===== config.mk =====
export PLATFORM = sky130hd
export DESIGN_NAME = ci_tilt_master
export DESIGN_NICKNAME = d
export VERILOG_FILES = /design/src/rtl/ci_pkg.sv /design/src/rtl/ci_timeout_ctr.sv /design/src/rtl/ci_tilt_master.sv
export SDC_FILE = /design/constraint.sdc
export NUM_CORES = 1
export LEC_CHECK = 0
export ABC_AREA = 1
export CAP_MARGIN = 20
export CORE_MARGIN = 2
export CORE_UTILIZATION = 41
export CTS_CLUSTER_DIAMETER = 50
export DETAILED_ROUTE_END_ITERATION = 7
export PLACE_DENSITY = 0.8
export RECOVER_POWER = 25
export SLEW_MARGIN = 20
export SYNTH_ARGS = -nofsm -noshare
export SYNTH_HDL_FRONTEND = slang
export SYNTH_SLANG_ARGS = --single-unit

===== constraint.sdc =====
create_clock -name clk -period 2 [get_ports clk]
set_input_delay 0.3 -clock clk [delete_from_list [all_inputs] [get_ports clk]]
set_output_delay 0.3 -clock clk [all_outputs]
set_load 0.01 [all_outputs]

===== src/rtl/ci_pkg.sv =====
// ci_pkg: shared CI master types, tilt codes and default widths
package ci_pkg;
  localparam int DEF_DATA_W = 32;
  localparam int DEF_RES_W = 2;
  typedef enum logic [1:0] {IDLE = 2'd0, ISSUE = 2'd1, WAIT = 2'd2, OUT = 2'd3} state_t;
  localparam logic [1:0] TILT_FLAT = 2'd0;
  localparam logic [1:0] TILT_LEFT = 2'd1;
  localparam logic [1:0] TILT_RIGHT = 2'd2;
  localparam logic [1:0] TILT_FWD = 2'd3;
endpackage


===== src/rtl/ci_timeout_ctr.sv =====
// ci_timeout_ctr: loadable down-counter with zero flag for bounding CI slave waits
module ci_timeout_ctr #(
  parameter int W = 8
) (
  input  logic         clk,
  input  logic         reset,
  input  logic         load,
  input  logic         dec,
  input  logic [W-1:0] load_val,
  output logic         zero
);
  logic [W-1:0] count;
  assign zero = count == '0;
  always_ff @(posedge clk)
    if (reset) count <= '0;
    else if (load) count <= load_val;
    else if (dec && !zero) count <= count - 1'b1;
endmodule


===== src/rtl/ci_tilt_master.sv =====
// ci_tilt_master: autonomous CI initiator feeding sample pairs to the tilt unit; TILT_CHANGE_ONLY_EN suppresses repeated codes
module ci_tilt_master import ci_pkg::*; #(
  parameter int DATA_W = DEF_DATA_W,
  parameter int RES_W = DEF_RES_W,
  parameter int TIMEOUT = 31
) (
  input  logic              clk,
  input  logic              reset,
  input  logic              s_valid,
  output logic              s_ready,
  input  logic [DATA_W-1:0] s_x,
  input  logic [DATA_W-1:0] s_y,
  input  logic              s_mode,
  output logic              ci_clk_en,
  output logic              ci_start,
  output logic [DATA_W-1:0] ci_dataa,
  output logic [DATA_W-1:0] ci_datab,
  output logic              ci_datac,
  input  logic [RES_W-1:0]  ci_result,
  input  logic              ci_done,
  output logic              m_valid,
  input  logic              m_ready,
  output logic [RES_W-1:0]  m_tilt,
  output logic              m_timeout,
  output logic              busy
);
  state_t state, state_n;
  logic zero, in_ci, accept, capture, tmo, same;
  assign in_ci = state == ISSUE || state == WAIT;
  assign accept = state == IDLE && s_valid;
  assign capture = in_ci && ci_done;
  assign tmo = state == WAIT && !ci_done && zero;
  assign s_ready = state == IDLE && !reset;
`ifdef TILT_CHANGE_ONLY_EN
  logic [RES_W-1:0] last_tilt;
  assign same = ci_result == last_tilt;
  always_ff @(posedge clk)
    if (reset) last_tilt <= '0;
    else if (capture && !same) last_tilt <= ci_result;
`else
  assign same = 1'b0;
`endif
  always_comb begin
    state_n = state;
    case (state)
      IDLE: state_n = s_valid ? ISSUE : IDLE;
      ISSUE, WAIT: state_n = capture ? (same ? IDLE : OUT) : (tmo ? OUT : WAIT);
      OUT: state_n = m_ready ? IDLE : OUT;
    endcase
  end
  ci_timeout_ctr #(.W(8)) u_ctr (
    .clk(clk),
    .reset(reset),
    .load(accept),
    .dec(in_ci),
    .load_val(8'(TIMEOUT)),
    .zero(zero)
  );
  always_ff @(posedge clk)
    if (reset) begin
      state <= IDLE;
      ci_clk_en <= 1'b0;
      ci_start <= 1'b0;
      busy <= 1'b0;
      m_valid <= 1'b0;
      m_tilt <= '0;
      m_timeout <= 1'b0;
      ci_dataa <= '0;
      ci_datab <= '0;
      ci_datac <= 1'b0;
    end else begin
      state <= state_n;
      ci_clk_en <= state_n == ISSUE || state_n == WAIT;
      ci_start <= state_n == ISSUE;
      busy <= state_n != IDLE;
      m_valid <= state_n == OUT;
      if (accept) begin
        ci_dataa <= s_x;
        ci_datab <= s_y;
        ci_datac <= s_mode;
      end
      if (capture) begin
        m_tilt <= ci_result;
        m_timeout <= 1'b0;
      end else if (tmo) begin
        m_tilt <= '0;
        m_timeout <= 1'b1;
      end
    end
endmodule


### Yosys cells after proc, flatten, opt, wreduce, memory -nomap -nowiden

Index checks and enable logic that the tools add are counted.

| storage, ports and cells | value |
|---|---|
| bits in registers | 82 |
| output and inout bits | 73 |

| operators by class | value |
|---|---|
| $add $sub $neg | 1 |
| equality and inequality tests | 6 |
| multiplexer cells | 9 |
| reductions and logical operators | 19 |

Operators with widths:

| kind | count |
|---|---|
| two-way mux 5 bit | 2 |
| equality test 2 bit, second input constant | 4 |
| logical NOT 8 bit | 1 |
| subtractor 8 x 1 -> 8 bit, second input constant | 1 |
| logical AND 1 bit | 6 |
| two-way mux 2 bit | 3 |
| case mux 2 bit (3 select lines) | 1 |
| nonzero test 2 bit | 3 |
| OR reduction 2 bit | 3 |
| equality test 2 x 1 -> 1 bit, second input constant | 2 |
| logical NOT 1 bit | 3 |
| two-way mux 1 bit | 3 |
| logical NOT 2 bit | 1 |
| logical OR 1 bit | 2 |

### Longest topological paths before layout

| logic depth | value |
|---|---|
| depth after elaboration | 8 |
| mapped depth | 11 |
| gate-level depth less buffers | 11 |

### Hierarchy

A second synthesis with hierarchy kept.

| second synthesis, totals | value |
|---|---|
| cells, all modules | 441 |
| area total of the unflattened synthesis | 3419.5 sq um |

By module, submodules not included:

| module | times used | cells an instance | area an instance (sq um) | seq. area each (sq um) |
|---|---|---|---|---|
| ci_tilt_master | 1 | 337 | 2819.0 | 1481.4 |
| ci_timeout_ctr | 1 | 104 | 600.6 | 160.2 |

### Worst setup path after synthesis

No wires, ideal clock.

| timing path | value |
|---|---|
| kind | reg-to-reg |
| start | register state[1] |
| end | register ci_clk_en |
| library setup time | 0.066 ns |
| arrival | 1.481 ns |
| data required time | 1.934 ns |
| setup slack | 0.453 ns |
| cell stages (with the launch flop) | 9 |
| clock period less this slack | 1.547 ns |
| cells stage by stage | dfxtp_1 -> inv_1 -> ha_1 -> inv_1 -> a21oi_1 -> nand2_1 -> nand2_1 -> ha_1 -> nor2_1 |

| on the way | value |
|---|---|
| elaborated cells on any way between the ends | 15 |
| classes of those cells | eq/ne: 5; mux: 3; reduce/logical: 7 |

RTL lines:

| item | line | text |
|---|---|---|
| start, declared | ci_tilt_master.sv:27 | `state_t state, state_n;` |
| start signal, assigned | ci_tilt_master.sv:72 | `state <= state_n;` |
| equality test 2 x 1 -> 1 bit or equality test 2 bit (tied branches) | ci_tilt_master.sv:45 | `case (state)` |
| OR reduction 2 bit | ci_tilt_master.sv:45 |  |
| case mux 2 bit (3 select lines) (*) | ci_tilt_master.sv:45 |  |
| named net state_n[1] | ci_tilt_master.sv:27 |  |
| equality test 2 x 1 -> 1 bit or equality test 2 bit (tied branches) | ci_tilt_master.sv:73 | `ci_clk_en <= state_n == ISSUE \|\| state_n == WAIT;` |
| logical OR 1 bit (*) | ci_tilt_master.sv:73 |  |
| end signal, assigned | ci_tilt_master.sv:62 | `ci_clk_en <= 1'b0;` |
| end signal, assigned | ci_tilt_master.sv:73 |  |
| end, declared | ci_tilt_master.sv:14 | `output logic ci_clk_en,` |

The timed path passes the listed nets; every way through them passes the cells marked *.
A chain may end at the register's enable or synchronous reset.

### Final worst setup path

| timing path | value |
|---|---|
| start | register u_ctr.count[0] |
| end | register ci_clk_en |

| on the way | value |
|---|---|
| cells in the longest elaborated chain, start to end | 7 |
| elaborated cells on any way between the ends | 8 |
| classes of those cells | eq/ne: 2; mux: 3; reduce/logical: 3 |

Ends and longest elaborated chain:

| item | line | text |
|---|---|---|
| start, declared | ci_timeout_ctr.sv:12 | `logic [W-1:0] count;` |
| start signal, assigned | ci_timeout_ctr.sv:16 | `else if (load) count <= load_val;` |
| start signal, assigned | ci_timeout_ctr.sv:17 | `else if (dec && !zero) count <= count - 1'b1;` |
| logical NOT 8 bit (*) | ci_timeout_ctr.sv:13 | `assign zero = count == '0;` |
| logical AND 1 bit (*) | ci_tilt_master.sv:32 | `assign tmo = state == WAIT && !ci_done && zero;` |
| two-way mux 1 bit (*) (2 in a row) | ci_tilt_master.sv:47 | `ISSUE, WAIT: state_n = capture ? (same ? IDLE : OUT) : (tmo ? OUT : WAIT);` |
| case mux 2 bit (3 select lines) (*) | ci_tilt_master.sv:45 |  |
| equality test 2 x 1 -> 1 bit or equality test 2 bit (tied branches) | ci_tilt_master.sv:73 |  |
| logical OR 1 bit (*) | ci_tilt_master.sv:73 |  |

Every way passes the cells marked *; elsewhere a longest branch is shown, timed or not.

==> run_results.csv <==
group,metric,value,unit
status,status,"finished, final reports clean",
final_layout,fillers,609,
timing,rsz0062_at_grt,"no",
power,netSwitchingFraction,0.267,
final_layout,final_layout_size_suffix_gt1_frac,0.0409,
synthesis,ys_seq_elements,82,
floorplan,coreArea,0.00733,sq mm
clocking,cts_resized,0,
setup_path,critPathBufInv,2,
detailed_routing,first_pass_iters,4,
global_route,grt_pass1_vias,2946,
setup_path,rrSetupSlack,0.26,ns
power,power.switching,1.07,mW
setup_path,crit_path_max_incr_delay,0.33,ns
clocking,clock_path_buffers,2,
timing,whs,0.480,ns
floorplan,fp.dieW,91.4,um
synthesis,syn_inst,418,
power,internal_power,2.93,mW
detailed_routing,drt-total-wl,8.17,mm
power,power_density,818,mW/mm^2
final_layout,final_area,0.00489,sq mm
detailed_routing,antenna_left,0,
power,p_comb_frac,0.216,
clocking,cts_num_sinks,82,
clocking,cts_tree,"yes",
floorplan,io_pins,145,
placed_design,dp.final_hpwl,5.97,mm
setup_path,cp.required,2.28,ns
timing,final-max-slew-violation-count,0,
worst_hold_path,min_to,"ci_datab[19]",
setup_path,start_kind,"register",
synthesis,ys_types,16,
global_route,grt_overflow_total,0,
clocking,cts-root-buf,"clkbuf_8",
detailed_routing,via_per_inst,4.73,
floorplan,initial_utilization,0.428,
setup_path,crit_arrival,2.02,ns
setup_path,cp_max_fo,4,
job,cap_violations,0,
setup_path,path_cells,"inv_1 > ha_1 > inv_1 > nor2_1 > nand3_1 > nand3_1 > nand2_1 > nand2_1 > ha_1 > nor2_1",
timing,setup-tns-final,0,ns
global_route,antenna_found_initial,0,
placed_design,placed_cell_area,0.00467,sq mm
global_route,grt_max_degree,68,
clocking,cts_setup_buffers,0,
setup_path,reg2reg_to,"ci_clk_en",
clocking,cts-hold-fix-buffers,0,
synthesis,syn_area_per_cell,7.50,sq um
synthesis,syn-num-nets,498,
global_route,gr-usage-all-layers,0.195,
detailed_routing,dr.first_iter.drc_count,110,
power,ir_drop,557,uV
setup_path,path_class,"register to register",
power,clockPowerShare,0.323,
worst_hold_path,worstHoldPathType,"register to register",
timing,hold_violations,0,
clocking,path_clk_slew,0.08,ns
worst_hold_path,hold_depth,2,
synthesis,syn-cell-area,0.00313,sq mm
placed_design,gp_congestion,0.817,
timing,max_freq,0.576,GHz
setup_path,end_kind,"register",
clocking,cts_inserted_buffers,9,
detailed_routing,num_vias,3125,
timing,finClkSkew,0.00840,ns
floorplan,design.die.area,0.00836,sq mm
power,leakagePower,2.05,nW
final_layout,instances_no_fill,661,
setup_path,crit_family,"simple AND/OR/NAND/NOR gates",
final_layout,nets,637,
synthesis,ys_warn_count,0,
placed_design,port_buffers,144,
timing,slew-limit-headroom,0.718,
setup_path,reg2regPathDepth,10,
placed_design,placed_cells,645,
floorplan,die_y,91.4,um
worst_hold_path,min_from,"ci_datab[19]",
clocking,cts_max_level,3,
detailed_routing,avgRoutedWirePerCell,12.4,um
timing,final.min_clock_period,1.74,ns
final_layout,final_core_util,0.667,
detailed_routing,drc_errors,0,
synthesis,yosysSeqAreaShare,0.524,
final_layout,area_growth,56.0,%
timing,setup_violations,0,
setup_path,r2r_start,"u_ctr.count[0]",
global_route,grt_pass1_wl,13.5,mm
final_layout,antennaDiodeCount,0,
floorplan,num_rows,31,
timing,min_period_over_period,0.868,
clocking,clk_latency,0.33,ns
setup_path,worst_path_max_delay_cell,"dfxtp_1",
timing,worstMarginPinSlew,0.422,ns
power,seqPwrFrac,0.460,
-- worst max-delay path by stage --
stage | cells past startpoint | to | startpoint
3_5_place_dp | 3 | s_ready | reset
4_1_cts | 5 | s_ready | state[0]
2_1_floorplan | 8 | ci_clk_en | state[1]
3_3_place_gp | 3 | s_ready | reset
5_1_grt | 7 | ci_dataa[15] | state[1]
6_report | 10 | ci_clk_en | u_ctr.count[0]
-- cells in the mapped netlist --
library cell  number  area share
buf_1              1      0.0012
a21oi_1           12       0.019
nor3_1             1      0.0016
xor2_1             2      0.0056
buf_4              3      0.0072
dfxtp_1           82        0.52
o21ai_4            1      0.0052
ha_1               8       0.032
nand2_1           36       0.043
nor2_1           146        0.17
inv_1             24       0.029
o21ai_1            5      0.0080
nand3_1           16       0.026
clkbuf_1          13       0.016
o21ai_0           62       0.099
buf_2              6      0.0096
-- routing by layer --
| layer | GRT usage | vias up | routed length, um |
|---|---|---|---|
| met5 | 0 | - | 0 |
| met4 | 0.0694 | 0 | 139 |
| met3 | 0.0647 | 15 | 748 |
| met2 | 0.335 | 116 | 3950 |
| met1 | 0.227 | 1402 | 3330 |
| li1 | - | 1592 | - |
-- state kept, by name (all words and copies together) (netlist names) --
signal       cells
busy             1
ci_clk_en        1
ci_dataa        32
ci_datab        32
ci_datac         1
ci_start         1
m_tilt           2
m_timeout        1
m_valid          1
state            2
u_ctr.count      8
-- through the flow --
stage	total power, mW	setup slack (ns)
after floorplan	2.29	0.453
after global placement	2.73	0.343
after detailed placement	2.76	0.255
after CTS	4.06	0.00897
after global routing	4.23	0.0711
final	4.00	0.263
-- final cells by class --
type	count	area (sq um)	share of cell area
sequential	82	1640	0.336
clock buffer	10	128	0.0261
timing repair buffer	151	1520	0.311
multi-input combinational	289	1300	0.265
clock inverter	6	90.1	0.0184
inverter	24	90.1	0.0184
tap	99	124	0.0253
-- power by group through the flow --
| stage | clock network [mW] | logic (mW) | registers [mW] |
|---|---|---|---|
| final | 1.29 | 0.865 | 1.84 |
| after global routing | 1.41 | 0.960 | 1.86 |
| after CTS | 1.34 | 0.881 | 1.84 |
| after detailed placement | 0 | 0.876 | 1.88 |
| after global placement | 0 | 0.859 | 1.87 |
| after floorplan | 0 | 0.360 | 1.93 |
-- cell families after synthesis --
| group | Yosys count | synth area share |
|---|---|---|
| AO/OA/AOI/OAI | 80 | 0.131 |
| AND/OR/NAND/NOR | 199 | 0.245 |
| buffers and inverters | 47 | 0.0623 |
| XOR/XNOR | 2 | 0.00559 |
| adder cells (fa/ha/maj) | 8 | 0.0319 |
| flip-flops | 82 | 0.524 |
-- cell usage in the layout, fill, tap and decap left out --
cell               n
dlymetal6s2s_1     1
clkinvlp_4         1
buf_12             2
nand3_1           16
clkbuf_8           9
clkinv_2           1
nor2_1           146
clkbuf_1           1
clkbuf_2           1
o21ai_0           62
inv_6              1
a21oi_1           12
buf_4              4
clkinv_4           1
xor2_1             2
inv_1             24
o21ai_1            5
dlygate4sd3_1     11
nand2_1           36
bufinv_16          2
ha_1               8
nor3_1             1
clkdlybuf4s50_1  132
o21ai_4            1
dfxtp_1           82
-- worst reg2reg max path, stage by stage, from the launching register on --
cell and delay [ns]:
dfxtp_1 0.33, inv_1 0.11, ha_1 0.23, inv_1 0.10, nor2_1 0.16, nand3_1 0.15
nand3_1 0.10, nand2_1 0.06, nand2_1 0.11, ha_1 0.24, nor2_1 0.09
Power figures use the tool's default switching activity.
